### src/rtl/conv_result_streamer.sv
// Output stage for the 2D convolution core: captures a ROWS x COLS block of results,
// requantizes each to OUT_W bits and streams them row-major over valid/ready.

module conv_requant #(
    parameter int IN_W  = 16,
    parameter int OUT_W = 8,
    parameter int SHIFT = 4,
    parameter int RELU  = 0
) (
    input  logic signed [IN_W-1:0]  x,
    output logic signed [OUT_W-1:0] y
);
    localparam logic signed [IN_W-1:0] MAX_V = IN_W'((1 << (OUT_W-1)) - 1);
    localparam logic signed [IN_W-1:0] MIN_V = ~MAX_V;

    logic signed [IN_W-1:0] v;

    always_comb begin
        v = x >>> SHIFT;
        if (RELU != 0 && v[IN_W-1]) v = '0;
        if (v > MAX_V)      y = MAX_V[OUT_W-1:0];
        else if (v < MIN_V) y = MIN_V[OUT_W-1:0];
        else                y = v[OUT_W-1:0];
    end
endmodule

module conv_result_streamer #(
    parameter int ROWS  = 6,
    parameter int COLS  = 6,
    parameter int IN_W  = 16,
    parameter int OUT_W = 8,
    parameter int SHIFT = 4,
    parameter int RELU  = 0
) (
    input  logic                      clk,
    input  logic                      reset,
    input  logic                      blk_valid,
    input  logic [ROWS*COLS*IN_W-1:0] blk_data,
    output logic                      m_valid,
    input  logic                      m_ready,
    output logic [OUT_W-1:0]          m_data,
    output logic                      m_last,
    output logic [2:0]                m_row,
    output logic [2:0]                m_col,
    output logic                      busy,
    output logic                      overflow
);
    localparam int N  = ROWS * COLS;
    localparam int PW = (N > 1) ? $clog2(N) : 1;

    typedef enum logic {IDLE, STREAM} state_t;

    state_t                     state, state_nxt;
    logic [N-1:0][OUT_W-1:0]    q, buf_q;
    logic [PW-1:0]              pos;
    logic [2:0]                 row, col;
    logic                       fire, at_last, final_xfer, capture, drop;

    // Requantize at capture time so the buffer only holds OUT_W-bit samples.
    generate
        for (genvar e = 0; e < N; e++) begin : g_rq
            conv_requant #(.IN_W(IN_W), .OUT_W(OUT_W), .SHIFT(SHIFT), .RELU(RELU)) u_rq (
                .x(blk_data[e*IN_W +: IN_W]),
                .y(q[e])
            );
        end
    endgenerate

    always_ff @(posedge clk) begin
        if (reset) state <= IDLE;
        else       state <= state_nxt;
    end

    always_comb begin
        state_nxt  = state;
        at_last    = (row == 3'(ROWS-1)) && (col == 3'(COLS-1));
        fire       = (state == STREAM) && m_ready;
        final_xfer = fire && at_last;
        // A block arriving on the final transfer is taken back-to-back; otherwise it's dropped.
        capture    = blk_valid && ((state == IDLE) || final_xfer);
        drop       = blk_valid && !capture;
        m_valid    = (state == STREAM);
        busy       = (state == STREAM);
        m_data     = '0;
        m_last     = 1'b0;
        m_row      = '0;
        m_col      = '0;
        case (state)
            IDLE: if (blk_valid) state_nxt = STREAM;
            STREAM: begin
                m_data = buf_q[pos];
                m_last = at_last;
                m_row  = row;
                m_col  = col;
                if (final_xfer && !blk_valid) state_nxt = IDLE;
            end
            default: state_nxt = IDLE;
        endcase
    end

    always_ff @(posedge clk) begin
        if (reset) begin
            buf_q    <= '0;
            pos      <= '0;
            row      <= '0;
            col      <= '0;
            overflow <= 1'b0;
        end else begin
            if (drop) overflow <= 1'b1;
            if (capture) begin
                buf_q <= q;
                pos   <= '0;
                row   <= '0;
                col   <= '0;
            end else if (final_xfer) begin
                pos <= '0;
                row <= '0;
                col <= '0;
            end else if (fire) begin
                pos <= pos + 1'b1;
                if (col == 3'(COLS-1)) begin
                    col <= '0;
                    row <= row + 3'd1;
                end else begin
                    col <= col + 3'd1;
                end
            end
        end
    end
endmodule

### config.mk
export PLATFORM = sky130hd
export DESIGN_NAME = conv_result_streamer
export DESIGN_NICKNAME = d
export VERILOG_FILES = /design/src/rtl/conv_result_streamer.sv
export SDC_FILE = /design/constraint.sdc
export NUM_CORES = 1
export LEC_CHECK = 0
export ABC_AREA = 0
export BUFFER_PORTS_ARGS = -buffer_cell sky130_fd_sc_hd__buf_2
export CAP_MARGIN = 20
export CORE_ASPECT_RATIO = 0.75
export CORE_MARGIN = 8
export CORE_UTILIZATION = 50
export CTS_BUF_LIST = sky130_fd_sc_hd__clkbuf_4 sky130_fd_sc_hd__clkbuf_8
export CTS_CLUSTER_SIZE = 25
export DETAILED_ROUTE_END_ITERATION = 8
export GPL_ROUTABILITY_DRIVEN = 0
export PLACE_DENSITY_LB_ADDON = 0.08
export SLEW_MARGIN = 40
export SYNTH_ARGS = -nofsm -noshare
export SYNTH_HDL_FRONTEND = slang
export SYNTH_HIERARCHICAL = 1
export SYNTH_SLANG_ARGS = --single-unit
### constraint.sdc
create_clock -name clk -period 6.5 [get_ports clk]
set_clock_uncertainty 0.15 [all_clocks]
set_input_delay 0.325 -clock clk [delete_from_list [all_inputs] [get_ports clk]]
set_output_delay 0.325 -clock clk [all_outputs]
set_load 0.01 [all_outputs]
==> results.yml, run 1 <==
clock_network:
  cts_buffers: 49
  clkLatencyLatePin_ns: 0.60
  clk_pin_slew_ns: 0.06
  cts.sinks: 302
  cts_tree: "yes"
  htree_levels: 2
  cts_resized: 0
  cts_root_buffer: "clkbuf_8"
  cts_max_path_buffers: 3
synthesis:
  synth_nets: 3211
  synth_ff_type: "dfxtp_1"
  yosys.area.top_type: "dfxtp_1"
  synthCells: 2628
  synthXorXnorAreaFrac_pct: 0.329
  synth_top_family_by_area: "compound AO/OA/AOI/OAI gates"
  synth_compound_area_share_pct: 25.8
  avgSynthCellArea_um2: 8.11
  synthesis.area_mm2: 0.0213
  synth-edff-count: 0
  yosys-top-cells-area: "dfxtp_1 28%, a221oi_1 11%, nand4_1 7.4%"
  synthSimpleGateAreaFrac_pct: 25.0
  synthTopCellsByCount: "302 x dfxtp_1, 293 x a21oi_1, 292 x nand3_1"
  yosysUniqueCellTypes: 38
  yosysSeqAreaShare_pct: 28.4
  synth_warnings: 6
  synth-adder-area-share_pct: 0.176
  synth_mux_area_share_pct: 8.27
  yosysMostFrequentCell: "dfxtp_1"
  synth_top_area_share_pct: 28.4
  ys_async_sr_fraction_pct: 0
  ys_seq_elements: 302
floorplan:
  ioPinCount: 598
  die-area_mm2: 0.0495
  die_y_um: 195
  fp.dieW_um: 254
  initial_core_util_pct: 50.7
  core_mm2: 0.0420
  row_count: 65
min_path:
  hold_path.class: "input pin to register"
  min_path_cells: 5
  holdCritStartpoint: "blk_data[264]"
  holdPathEnd: "buf_q[132]"
setup_path:
  r2r_end: "buf_q[16]"
  critPathTopFamily: "flip-flops"
  crit_type: "register to output port"
  crit_chain: "buf_4, mux4_2, mux2_2, a221oi_1, o31ai_1, buf_2"
  r2r_slack_ns: 3.17
  max_stage_delay_ns: 0.87
  startpoint_type: "register"
  cp-end-kind: "output port"
  rr_worst_depth: 6
  timing.rr.start: "busy"
  cp.arrival_ns: 3.62
  crit_path_max_fanout: 45
  slowest_stage: "dfxtp_4"
  cp_num_buf_inv: 2
  critical_path_required_ns: 6.02
sta:
  setup_viol: 0
  slew_headroom_pct: 44.1
  hold_viol: 0
  final_max_slew_viol_count: 0
  timing.fmax_mhz: 244
  finalSetupTns_ns: 0
  rsz0062_at_grt: "no"
  period_needed_ns: 4.09
  worst_pin_slew_ns: 0.839
  min_period_over_period_pct: 63.0
global_routing:
  track_usage_pct: 28.1
  grt_pass1_wl_um: 115000
  grt_pass1_vias: 21300
  grt_max_degree: 166
  grt_overflow: 0
  antenna_found_initial: 1
layout:
  fill_cells: 3920
  nets: 3414
  area_delta_synth_final_pct: 12.8
  drive_above_1_share_pct: 24.9
  final_cell_area_mm2: 0.0240
placed_design:
  dp_hpwl_um: 52800
  port_buffers: 453
  place_area_mm2: 0.0220
routing:
  drtPass1Iterations: 5
  drc: 0
  wl_per_cell_um: 21.6
  drt-initial-drc-count: 2309
  vias: 22500
  via_per_inst: 6.53
  antenna_violating_nets_post_route: 0
  drt-total-wl_um: 74200
flow_run:
  maxCapViolCount: 0
outcome:
  status: "completed"
power_and_ir_drop:
  p_leak_uw: 0.00837
  pwr_density_cell_mw_per_mm2: 208
  ir_worst_vdd_uv: 144
[what timing repair did]
| item | 4_1_cts | 5_1_grt |
|---|---|---|
| hold buffers | 87 | 0 |
| hold endpoints to repair | 88 | 0 |
| buffers inserted | 0 | 0 |
[metal layers]
metal  GRT usage (%)  share of wire (%)  vias to the layer above
met5               0              0.011                        -
met4            6.94                2.1                        2
met3            5.35                8.0                      109
met2            44.1                 46                      958
met1            39.2                 44                    10900
li1                -                  -                    10500
[power breakdown]
part	total, uW	internal (uW)	switching [uW]
Combinational	996	384	612
Sequential	2010	1950	60.2
Clock	1990	1190	808
[worst max-delay path by stage]
| stage | startpoint | depth (start not counted) | endpoint |
|---|---|---|---|
| 4_1_cts | pos[1] | 6 | m_data[0] |
| 3_3_place_gp | pos[1] | 6 | m_data[5] |
| 5_1_grt | pos[1] | 6 | m_data[5] |
| 2_1_floorplan | pos[1] | 6 | m_data[6] |
| 6_report | pos[1] | 6 | m_data[0] |
| 3_5_place_dp | pos[1] | 6 | m_data[0] |
[stage by stage]
stage                     instances  power, uW  utilization [%]  setup slack (ns)  hold slack [ns]
after floorplan                2628       2730                -              4.15            0.301
after global placement         3261       2950             52.1              3.04            0.307
after detailed placement       3262       2980             52.2              3.04            0.314
after CTS                      3440       5000             57.2              2.40       0.00000633
after global routing           3440       5210             57.2              2.20           0.0286
final                          3441       5000             57.2              2.41           0.0252
[tightest hold or removal path, delay by kind of cell]
kind / cells / cell delay [ns]
AND/OR/NAND/NOR: 2 / 0.15
AO/OA/AOI/OAI: 2 / 0.13
buffers and inverters: 1 / 0.12
[registers in the layout (all words and copies together), names as in the netlist]
signal,flops
buf_q,288
pos,6
busy,1
overflow,1
row,3
col,3
[layout by cell type (no fill, tap or decap), types with 2 or more instances in the layout]
master         count
buf_2            451
dfxtp_1          299
a21oi_1          293
nand3_1          292
o21ai_0          291
nor2_1           271
a221oi_1         265
nand4_1          253
dlygate4sd3_1     87
clkbuf_8          69
mux4_2            56
nor3_4            36
nor2b_4           36
mux2i_1           32
mux2_2            16
nand2_1           14
o221ai_1          13
clkbuf_4          12
buf_4              9
and2_1             8
o31ai_1            8
xnor2_1            6
clkinv_2           6
inv_1              5
bufinv_16          5
buf_6              5
a2111oi_2          3
ha_1               3
dfxtp_4            3
or3_1              2
clkinv_1           2
nand2b_1           2
nor3_1             2
xor2_1             2
[final cells by class]
type,instances,area (um^2),share of cell area [%]
well taps,569,712,2.96
diodes,1,2.50,0.0104
inverters,8,35.0,0.146
flip-flops and latches,302,6060,25.2
repair buffers,556,3330,13.8
multi-input cells,1914,12700,52.9
clock buffers,79,1010,4.21
clock inverters,12,188,0.781
[cell families (layout without fill, tap and decap cells)]
| kind of cell | after synthesis | count (layout) |
|---|---|---|
| adders and majority gates | 3 | 3 |
| buffers and inverters | 412 | 655 |
| AOI/OAI and AO/OA | 877 | 877 |
| DFF | 302 | 302 |
| muxes | 104 | 104 |
| xor gates and xnor gates | 8 | 8 |
| other | 0 | 1 |
| and+or+nand+nor | 922 | 922 |
Note: power is estimated with default switching activity, not from simulation.
==> run 2: changes to the inputs <==
- ABC_AREA: 0 -> 1
- CORE_AREA: default -> 8 8 224 226
- CORE_ASPECT_RATIO: 0.75 -> default
- CORE_MARGIN: 8 -> default
- CORE_UTILIZATION: 50 -> default
- DIE_AREA: default -> 0 0 232 234
- clock period: 6.5 -> 4.1 ns (I/O delays scaled with it)
==> run 2 against run 1 <==
  * Power up 59%
  * Area after synthesis decreased by 19%
  * Clock power grew 49%
  * Critical path depth grew 4
  * Combinational power grew 71%
  * Critical path type unchanged
==> results.yml, run 2 <==
outcome:
  status: "completed"
layout:
  final_cell_area_mm2: 0.0241
  fill_cells: 4645
  largestRegisters: "buf_q: 288 flops, pos: 6 flops"
  layout_commonest_cell: "nand2_1"
  nets: 4050
  area_delta_synth_final_pct: 40.1
  mostFrequentLayoutCells: "873 x nand2_1, 494 x nor2_1, 453 x buf_2, 336 x dlygate4sd3_1, 308 x o21ai_0"
  top_register: "buf_q"
  drive_above_1_share_pct: 18.9
  largest_register_ffs: 288
  fin_cells: 4121
sta:
  setup_viol: 0
  finalSetupTns_ns: 0
  period_needed_ns: 3.39
  slew_headroom_pct: 46.9
  rsz0062_at_grt: "no"
  hold_viol: 0
  worst_pin_slew_ns: 0.797
  final_max_slew_viol_count: 0
  min_period_over_period_pct: 82.6
  timing.fmax_mhz: 295
floorplan:
  fp.dieW_um: 232
  die-area_mm2: 0.0543
  row_count: 80
  ioPinCount: 598
  initial_core_util_pct: 36.7
  core_mm2: 0.0468
  die_y_um: 234
clock_network:
  cts_resized: 0
  clk_pin_slew_ns: 0.06
  cts.sinks: 302
  clkLatencyLatePin_ns: 0.61
  cts_buffers: 54
  htree_levels: 2
  cts_tree: "yes"
  cts_max_path_buffers: 3
  cts_root_buffer: "clkbuf_8"
routing:
  drc: 0
  drt-total-wl_um: 65200
  drt-initial-drc-count: 1382
  vias: 19700
  wl_per_cell_um: 15.8
  via_per_inst: 4.77
  drtPass1Iterations: 5
  antenna_violating_nets_post_route: 0
placed_design:
  place_area_mm2: 0.0196
  dp_hpwl_um: 44700
  place_inst: 3690
  port_buffers: 453
synthesis:
  yosysSeqAreaShare_pct: 35.2
  avgSynthCellArea_um2: 6.17
  synthCells: 2788
  yosysMostFrequentCell: "nand2_1"
  synth_ff_type: "dfxtp_1"
  synthesis.area_mm2: 0.0172
  ys_seq_elements: 302
  yosys-top-cells-area: "dfxtp_1 35%, nand2_1 19%, nor2_1 11%"
  yosysUniqueCellTypes: 33
  synthTopCellsByCount: "873 x nand2_1, 494 x nor2_1, 308 x o21ai_0"
  synth_warnings: 6
  synth-edff-count: 0
  ys_async_sr_fraction_pct: 0
  synth_top_area_share_pct: 35.2
  yosys.area.top_type: "dfxtp_1"
  synth_nets: 3371
global_routing:
  antenna_found_initial: 1
  grt_overflow: 0
  grt_pass1_wl_um: 102000
  track_usage_pct: 23.1
  grt_max_degree: 130
  grt_pass1_vias: 19800
min_path:
  hold_path.class: "input pin to register"
flow_run:
  maxCapViolCount: 0
setup_path:
  crit_type: "register to output port"
  crit_path_max_fanout: 32
  cp-end-kind: "output port"
  startpoint_type: "register"
  cp.arrival_ns: 3.03
  critical_path_required_ns: 3.74
power_and_ir_drop:
  p_leak_uw: 0.0115
  pwr_density_cell_mw_per_mm2: 329
  ir_worst_vdd_uv: 177
[run 2: cell types whose count changed in the layout (fill, tap and decap cells not counted), moves of 161 or more]
cell / change
dlygate4sd3_1: +249
a221oi_1: -265
nor2_1: +223
inv_1: +161
nand3_1: -201
nand2_1: +859
nand4_1: -253
[run 2: final timing paths]
check	startpoint	to	slack, ns	depth (start not counted)
worst min register to register	buf_q[195]	buf_q[195]	0.30	2
worst max-delay path	pos[1]	m_data[6]	0.71	10
worst max register to register	busy	buf_q[263]	1.17	9
worst min-delay path	blk_data[396]	buf_q[196]	0.06	7
[run 2: repair_timing]
item / in CTS / in global routing
endpoints found under the hold margin: 299 / 0
hold buffers: 336 / 0
buffers inserted: 0 / 0
[run 2: cell type report]
class | count | area (um^2) | share of cell area, %
sequential | 302 | 6050 | 25.1
tap | 615 | 769 | 3.19
multi-input combinational | 2126 | 9590 | 39.8
timing repair buffer | 807 | 5850 | 24.3
inverter | 176 | 672 | 2.79
clock buffer | 92 | 1140 | 4.74
clock inverter | 1 | 5.00 | 0.0208
antenna | 2 | 5.00 | 0.0208
[run 2: routing by layer]
layer  vias to the layer above  part of all wire [%]  global-route usage [%]
li1                      10100                     -                       -
met1                      8887                    43                    28.2
met2                       507                    49                    40.5
met3                       135                   5.0                    3.97
met4                         2                   3.1                    8.46
met5                         -                 0.020                       0
[run 2: per-stage QoR]
stage / hold slack [ns] / util [%] / setup slack [ns] / total power [uW]
after floorplan: 0.124 / - / 2.35 / 4220
after global placement: 0.285 / 41.7 / 1.30 / 4730
after detailed placement: 0.294 / 41.8 / 1.22 / 4760
after CTS: 0.000271 / 51.4 / 0.660 / 8020
after global routing: 0.0629 / 51.4 / 0.517 / 8380
final: 0.0554 / 51.4 / 0.713 / 7930
[run 2: report_power, final]
part           internal [uW]  switching [uW]  total (uW)
clock network           1730            1240        2970
registers               3170            86.2        3260
logic                    740             961        1700
total                   5640            2290        7930
[run 2: logic make-up after synthesis]
kind of cell / count (synthesis) / share of synthesized area (%)
and+or+nand+nor: 1510 / 34.6
AOI/OAI and AO/OA: 607 / 20.6
adders and majority gates: 3 / 0.218
muxes: 1 / 0.0655
xor gates and xnor gates: 5 / 0.255
buffers and inverters: 360 / 9.11
DFF: 302 / 35.2
[run 2: critical path: stages (launching register included)]
cell and delay (ns):
dfxtp_2 0.33, clkinv_2 0.41, buf_4 0.43, nor2_1 0.12, o21ai_1 0.07, a21oi_1 0.22
nor2_1 0.12, nand2_1 0.10, nand3_1 0.09, a21oi_1 0.32, buf_2 0.20
